<file path="src/rtl/spi_reg_ctrl_if.sv">
// spi_reg_ctrl_if: SPI byte-side and register-bus signals of spi_reg_ctrl.
// master is the controller's view, slave is the SPI core / register file side.
interface spi_reg_ctrl_if;
    logic       start_of_transfer;
    logic       end_of_transfer;
    logic [7:0] mosi_data_out;
    logic       mosi_data_ready;
    logic       miso_data_request;
    logic [7:0] miso_data_in;
    logic [6:0] reg_addr;
    logic [7:0] reg_wdata;
    logic       reg_wr;
    logic       reg_rd;
    logic [7:0] reg_rdata;
    logic       busy;
    logic       addr_err;
    modport master (
        input  start_of_transfer, end_of_transfer, mosi_data_out, mosi_data_ready,
               miso_data_request, reg_rdata,
        output miso_data_in, reg_addr, reg_wdata, reg_wr, reg_rd, busy, addr_err
    );
    modport slave (
        output start_of_transfer, end_of_transfer, mosi_data_out, mosi_data_ready,
               miso_data_request, reg_rdata,
        input  miso_data_in, reg_addr, reg_wdata, reg_wr, reg_rd, busy, addr_err
    );
endinterface

</file>
<file path="src/rtl/spi_reg_ctrl.sv">
// spi_reg_ctrl: decodes SPI command frames into auto-incrementing register
// writes/reads, keeping the next MISO byte prefetched.
module spi_reg_ctrl #(
    parameter int         NUM_REGS    = 128,
    parameter logic [7:0] STATUS_BYTE = 8'hA5
) (
    input  logic                  iCLK,
    input  logic                  RST,
    spi_reg_ctrl_if.master        bus
);
    typedef enum logic [2:0] {IDLE, CMD, WR, RD_ISSUE, RD_CAP, RD_HOLD} state_t;
    state_t     r_state, w_state;
    logic [6:0] r_addr, w_addr, r_reg_addr, w_reg_addr;
    logic [7:0] r_miso, w_miso, r_wdata, w_wdata;
    logic       r_wr, w_wr, r_rd, w_rd, r_err, w_err;

    function automatic logic in_rng(input logic [6:0] a);
        return 32'(a) < NUM_REGS;
    endfunction

    always_comb begin
        w_state    = r_state;
        w_addr     = r_addr;
        w_miso     = r_miso;
        w_reg_addr = r_reg_addr;
        w_wdata    = r_wdata;
        w_wr       = 1'b0;
        w_rd       = 1'b0;
        w_err      = 1'b0;
        case (r_state)
            IDLE: ;
            CMD: if (bus.mosi_data_ready) begin
                w_addr  = bus.mosi_data_out[6:0];
                w_state = bus.mosi_data_out[7] ? RD_ISSUE : WR;
            end
            WR: if (bus.mosi_data_ready) begin
                w_reg_addr = r_addr;
                w_wdata    = bus.mosi_data_out;
                w_wr       = in_rng(r_addr);
                w_err      = !in_rng(r_addr);
                w_addr     = r_addr + 7'd1;
            end
            RD_ISSUE: w_state = RD_CAP;
            RD_CAP: begin
                w_miso  = in_rng(r_addr) ? bus.reg_rdata : 8'h00;
                w_addr  = r_addr + 7'd1;
                w_state = RD_HOLD;
            end
            RD_HOLD: if (bus.miso_data_request) w_state = RD_ISSUE;
            default: w_state = IDLE;
        endcase
        // A write completing with the frame end still lands; a prefetch does not.
        if (bus.end_of_transfer) begin
            w_state = IDLE;
            w_miso  = r_miso;
        end
        if (bus.start_of_transfer) begin
            w_state = CMD;
            w_addr  = 7'd0;
            w_miso  = STATUS_BYTE;
            w_wr    = 1'b0;
            w_err   = 1'b0;
        end
        // Read strobe is registered so it is high for the whole RD_ISSUE cycle.
        if (w_state == RD_ISSUE) begin
            w_reg_addr = w_addr;
            w_rd       = in_rng(w_addr);
            w_err      = !in_rng(w_addr);
        end
    end

    always_ff @(posedge iCLK) begin
        if (RST) begin
            r_state    <= IDLE;
            r_addr     <= 7'd0;
            r_miso     <= 8'h00;
            r_reg_addr <= 7'd0;
            r_wdata    <= 8'h00;
            r_wr       <= 1'b0;
            r_rd       <= 1'b0;
            r_err      <= 1'b0;
        end else begin
            r_state    <= w_state;
            r_addr     <= w_addr;
            r_miso     <= w_miso;
            r_reg_addr <= w_reg_addr;
            r_wdata    <= w_wdata;
            r_wr       <= w_wr;
            r_rd       <= w_rd;
            r_err      <= w_err;
        end
    end

    assign bus.miso_data_in = r_miso;
    assign bus.reg_addr     = r_reg_addr;
    assign bus.reg_wdata    = r_wdata;
    assign bus.reg_wr       = r_wr;
    assign bus.reg_rd       = r_rd;
    assign bus.addr_err     = r_err;
    assign bus.busy         = r_state != IDLE;
endmodule

</file>
<file path="src/flat_wrapper.sv">
// flat-port wrapper written by rule: the top's interface ports become plain ports
module spi_reg_ctrl_flat 
#(
    parameter int         NUM_REGS    = 128,
    parameter logic [7:0] STATUS_BYTE = 8'hA5
)
  (iCLK, RST, bus_start_of_transfer, bus_end_of_transfer, bus_mosi_data_out, bus_mosi_data_ready, bus_miso_data_request, bus_reg_rdata, bus_miso_data_in, bus_reg_addr, bus_reg_wdata, bus_reg_wr, bus_reg_rd, bus_busy, bus_addr_err);
  spi_reg_ctrl_if bus_i ();
  input  logic iCLK;
  input  logic RST;
  input wire logic [$bits(bus_i.start_of_transfer)-1:0] bus_start_of_transfer;
  input wire logic [$bits(bus_i.end_of_transfer)-1:0] bus_end_of_transfer;
  input wire logic [$bits(bus_i.mosi_data_out)-1:0] bus_mosi_data_out;
  input wire logic [$bits(bus_i.mosi_data_ready)-1:0] bus_mosi_data_ready;
  input wire logic [$bits(bus_i.miso_data_request)-1:0] bus_miso_data_request;
  input wire logic [$bits(bus_i.reg_rdata)-1:0] bus_reg_rdata;
  output wire logic [$bits(bus_i.miso_data_in)-1:0] bus_miso_data_in;
  output wire logic [$bits(bus_i.reg_addr)-1:0] bus_reg_addr;
  output wire logic [$bits(bus_i.reg_wdata)-1:0] bus_reg_wdata;
  output wire logic [$bits(bus_i.reg_wr)-1:0] bus_reg_wr;
  output wire logic [$bits(bus_i.reg_rd)-1:0] bus_reg_rd;
  output wire logic [$bits(bus_i.busy)-1:0] bus_busy;
  output wire logic [$bits(bus_i.addr_err)-1:0] bus_addr_err;
  assign bus_i.start_of_transfer = bus_start_of_transfer;
  assign bus_i.end_of_transfer = bus_end_of_transfer;
  assign bus_i.mosi_data_out = bus_mosi_data_out;
  assign bus_i.mosi_data_ready = bus_mosi_data_ready;
  assign bus_i.miso_data_request = bus_miso_data_request;
  assign bus_i.reg_rdata = bus_reg_rdata;
  assign bus_miso_data_in = bus_i.miso_data_in;
  assign bus_reg_addr = bus_i.reg_addr;
  assign bus_reg_wdata = bus_i.reg_wdata;
  assign bus_reg_wr = bus_i.reg_wr;
  assign bus_reg_rd = bus_i.reg_rd;
  assign bus_busy = bus_i.busy;
  assign bus_addr_err = bus_i.addr_err;
  spi_reg_ctrl #(.NUM_REGS(NUM_REGS), .STATUS_BYTE(STATUS_BYTE)) u_core (.iCLK(iCLK), .RST(RST), .bus(bus_i));
endmodule
</file>
<file path="config.mk">
export PLATFORM = sky130hd
export DESIGN_NAME = spi_reg_ctrl_flat
export DESIGN_NICKNAME = d
export VERILOG_FILES = /design/src/rtl/spi_reg_ctrl_if.sv /design/src/rtl/spi_reg_ctrl.sv /design/src/flat_wrapper.sv
export SDC_FILE = /design/constraint.sdc
export NUM_CORES = 1
export LEC_CHECK = 0
export ABC_AREA = 0
export CAP_MARGIN = 0
export CORE_ASPECT_RATIO = 0.8
export CORE_UTILIZATION = 47
export DETAILED_ROUTE_END_ITERATION = 8
export PLACE_DENSITY_LB_ADDON = 0.2
export SYNTH_ARGS = -nofsm -noshare
export SYNTH_HDL_FRONTEND = slang
export SYNTH_SLANG_ARGS = --single-unit
</file>
<file path="constraint.sdc">
create_clock -name iCLK -period 2.12 [get_ports iCLK]
set_input_delay 0.212 -clock iCLK [delete_from_list [all_inputs] [get_ports iCLK]]
set_output_delay 0.212 -clock iCLK [all_outputs]
set_load 0.05 [all_outputs]
</file>
Word level (Yosys, flattened, before mapping)
Index checks and enable logic that the tools add are counted.
- bits in registers: 35
- input bits: 22
- output and inout bits: 27
- logic and storage cells: 48
- add/subtract/negate cells: 1
- equality and inequality tests: 7
- muxes and demuxes: 18
- bitwise operators: 2
- reductions and logical operators: 12
- operators with widths (cell ; count):
    $mux W7 ; 6
    $mux W8 ; 3
    $pmux W7 S3 ; 1
    $pmux W3 S5 ; 1
    $mux W3 ; 4
    $eq A3 B2 Y1 const B ; 3
    $reduce_and A2 Y1 ; 4
    $add A7 B1 Y7 const B ; 1
    $eq A3 B3 Y1 const B ; 2
    $reduce_bool A2 Y1 ; 3
    $reduce_or A2 Y1 ; 2
    $eq A3 B1 Y1 const B ; 1
    $logic_not A3 Y1 ; 1
    $mux W1 ; 3
    $reduce_bool A3 Y1 ; 1
    $reduce_or A3 Y1 ; 1
    $ne A2 B2 Y1 const B ; 1
    $not A1 Y1 ; 2

Logic depth before layout (Yosys ltp)
- depth after elaboration: 8
- depth in mapped cells: 9
- depth with buffers taken out: 7

Least setup slack after synthesis
OpenSTA, ideal clock, no wires.
- path kind: reg2reg
- start point: register u_core.r_state[2]
- end point: register u_core.r_reg_addr[4], in the netlist u_core.bus.reg_addr[4]
- setup time: 0.073 ns
- arrival: 1.455 ns
- data required time: 2.047 ns
- path slack: 0.592 ns
- cell stages (with the launch flop): 6
- buffers on the path: 1
- period minus slack after synthesis: 1.528 ns
- cells stage by stage: dfxtp_1 buf_6 nand3b_4 a2111o_1 or3_1 o22ai_2
- cells in the longest elaborated chain, start to end: 8
- elaborated cells on any way between the ends: 19
- those cells by class: eq/ne: 6; mux: 8; reduce/logical: 5
- ends and longest elaborated chain (item ; RTL line ; text):
    start, declared ; spi_reg_ctrl.sv:12 ; state_t r_state, w_state;
    start signal, assigned ; spi_reg_ctrl.sv:83 ; r_state <= w_state;
    $eq A3 B2 Y1 or $logic_not A3 Y1 (tied branches) ; - ;
    $reduce_or A2 Y1 (no line) ; - ;
    $pmux W3 S5 ; spi_reg_ctrl.sv:30 ; case (r_state)
    $mux W3 ; spi_reg_ctrl.sv:53 ; if (bus.end_of_transfer) begin
    $mux W3 ; spi_reg_ctrl.sv:57 ; if (bus.start_of_transfer) begin
    $eq A3 B2 Y1 ; spi_reg_ctrl.sv:65 ; if (w_state == RD_ISSUE) begin
    $reduce_bool A2 Y1 (no line) ; - ;
    $reduce_and A2 Y1 (no line) ; - ;
    end signal, assigned ; spi_reg_ctrl.sv:86 ; r_reg_addr <= w_reg_addr;
    end, declared ; spi_reg_ctrl.sv:13 ; logic [6:0] r_addr, w_addr, r_reg_addr, w_reg_addr;
Parallel ways exist; a longest one is shown, timed or not.
A chain may end at the register's enable or synchronous reset.

Worst setup path after layout
- start point: register u_core.r_state[2]
- end point: register u_core.r_reg_addr[0], in the netlist u_core.bus.reg_addr[0]
The elaborated chain is that of the path after synthesis.

==> flow_summary.ini <==
[outcome]
run_status = finished clean

[yosys]
yosys_warnings = 0
synth-edff-count = 0
synth_sequential_area_ratio_pct = 40.73
synth.distinct_cells = 50
synthCells = 197
yosys-top-cells-count = dfxtp_1 (35), nand2_1 (29), nor2_1 (19)
synth_top_area_cell = dfxtp_1
top_cells_by_area_synth = dfxtp_1 (41%), nand2_1 (6.3%), mux2i_1 (5.8%)
yosys_most_used_dff = dfxtp_1
syn-num-nets = 220
post_synth_instance_area_sq_um = 1720
synthesized_area_divided_by_synthesized_cell_count_sq_um = 8.733
post_synthesis_register_bit_count = 35
synth.most_common_cell = dfxtp_1
synthArstFlopShare_pct = 0
yosys.area.top_type_share_pct = 40.73

[power_and_ir_drop]
power.net_switching_mw = 0.3405
p_sw_share_pct = 23.76
sequentialPowerShare_pct = 47.2
power_density_nw_per_um2 = 614.9
vdd_drop_max_v = 0.0005003
intPower_mw = 1.093
power.total_mw = 1.433
clock_network_fraction_of_total_power_pct = 40.4
power_leakage_nw = 0.8141
pwr-share-comb_pct = 12.4

[setup_path]
critPathRequiredTime_ns = 2.29
crit_path_end_kind = flop
worstSetupStartpointType = flop
timing_worst_setup_path_type = reg -> reg
crit_path_max_fanout = 12
cp_data_arrival_time_ns = 2.00

[min_path]
hold_path.class = reg -> reg

[timing]
report.final.hold_viol_count = 0
max_slew.worst_pin.slew_ns = 0.5429
timing.fmax_ghz = 0.5470
post-route-min-period_ns = 1.828
maxSlewViolCount = 0
final.setup_skew_ns = 0.004517
post-route-worst-setup-slack_ns = 0.2919
grt_setup_unrepaired = no
share_of_the_clock_period_used_by_the_worst_path_pct = 86.23
maxSlewHeadroom_pct = 63.64
finalHoldWorstSlack_ns = 0.4550
timing.setup.tns_ns = 0
finalSetupViolCount = 0

[cells_and_area]
antenna_cells_inserted = 0
area.growth.synth_to_final_pct = 35.49
final_instance_area_sq_um = 2331
fin_cells = 288
finalCoreUtilization_pct = 67.16
nNetsFinal = 269
layout-drive-gt1-share_pct = 10.16

[placement]
place_inst = 281
placement.io_buffers = 47
place_area_sq_um = 2228
hpwl_um = 3098
routabilityCongestion = 0.8650
dpl_worst_slack_ns = 0.1493

[global_routing]
via_count_of_the_first_global_routing_pass = 1473
grt_antenna_before_repair = 0
global_route_congestion_overflow_total = 0
wire_length_of_the_first_global_routing_pass_um = 6962
grtUsageTotal_pct = 22.84
pin_count_of_the_biggest_net_entering_global_routing = 17

[clock_network]
cts_max_level = 2
holdBufCountCts = 0
cts_repair_resize_count = 0
path_clk_slew_ns = 0.07
clock_tree_from_tritoncts = done
clkSinkCount = 35
cts_buffers = 5
worstSkewPairLatency_ns = 0.29
cts_buffer_depth = 2
post_cts_buffers = 0
clockRootBuffer = clkbuf_8

[routing]
vias = 1570
post_drt_via_cell_ratio = 5.451
wire_per_inst_um = 14.58
detail_route.first_pass.iterations = 5
drt_wl_total_um = 4199
drcViolationCount = 0
final_antenna_net_count = 0
detailedRoute.firstIterationViolations = 83

[floorplan]
die_w_um = 69.64
floorplan.rows = 19
core_sq_um = 3471
start_util_pct = 49.57
ioPinCount = 49
floorplan.die.height_um = 56.12
overall_die_area_sq_um = 3908

[run]
timing.max_cap.violations = 0
-- critical path: stages (launching register included) --
cell	delay, ns
dfxtp_1	0.56
nor3b_4	0.40
a31oi_1	0.19
a221oi_1	0.43
o22ai_1	0.13
-- layout by cell type, fill, tap and decap left out, types with 2 or more instances in the layout --
cell	instances
a21oi_1	13
xnor2_1	3
o31ai_1	2
and2_1	2
or3_1	2
dfxtp_1	35
nor3_1	5
buf_4	11
o21ai_0	2
nor2_1	19
clkdlybuf4s50_1	46
nand2_1	29
a211oi_1	7
o22ai_1	3
mux2i_1	10
inv_1	4
nor4_1	2
clkbuf_8	5
nor2b_1	6
nand3_1	3
a31oi_1	3
nand2b_1	4
o21ai_1	2
-- flip-flops by register name, summed over array words and instances (netlist names) --
name and count:
u_core.bus.miso_data_in 8, u_core.bus.reg_wdata 8, u_core.bus.reg_addr 7, u_core.r_addr 7, u_core.r_state 3, u_core.bus.reg_rd 1
u_core.bus.reg_wr 1
-- final cells by class --
class / instances / area, sq um
Multi-Input combinational cell: 143 / 917.1
Sequential cell: 35 / 700.7
Clock inverter: 1 / 30.03
Fill cell: 302 / 1140
Timing Repair Buffer: 57 / 543.0
Inverter: 4 / 15.01
Clock buffer: 6 / 72.57
Tap cell: 42 / 52.55
-- kinds of logic after synthesis --
logic type                 after synthesis  share of synthesized area (%)
and+or+nand+nor                         83                          26.04
AOI/OAI and AO/OA                       44                          18.47
DFF                                     35                          40.73
buffers and inverters                   19                          5.963
muxes                                   10                          5.818
xor gates and xnor gates                 4                          2.037
adders and majority gates                1                         0.7272
other                                    1                         0.2180
-- path summary, 6_finish.rpt --
path                                           endpoint  slack (ns)               startpoint  cells past startpoint
worst min-delay path            u_core.bus.reg_wdata[2]        0.45  u_core.bus.reg_wdata[2]                      2
worst max-delay path             u_core.bus.reg_addr[0]        0.29        u_core.r_state[2]                      4
worst min register to register  u_core.bus.reg_wdata[2]        0.45  u_core.bus.reg_wdata[2]                      2
worst max register to register   u_core.bus.reg_addr[0]        0.29        u_core.r_state[2]                      4
-- power groups by stage --
stage                     Clock [mW]  Sequential, mW  Combinational, mW
after global placement             0           0.691              0.176
final                          0.578           0.677              0.178
after CTS                      0.584           0.677              0.177
after detailed placement           0           0.691              0.176
after global routing           0.608           0.678              0.189
after floorplan                    0           0.712             0.0778
-- metal layers --
metal | up-vias | GRT usage [%] | part of all wire, %
li1 | 784 | - | -
met1 | 726 | 32.21 | 51
met2 | 52 | 33.29 | 42
met3 | 8 | 7.428 | 6.4
met4 | 0 | 6.571 | 1.2
met5 | - | 0 | 0
Note: power is estimated with default switching activity, not from simulation.
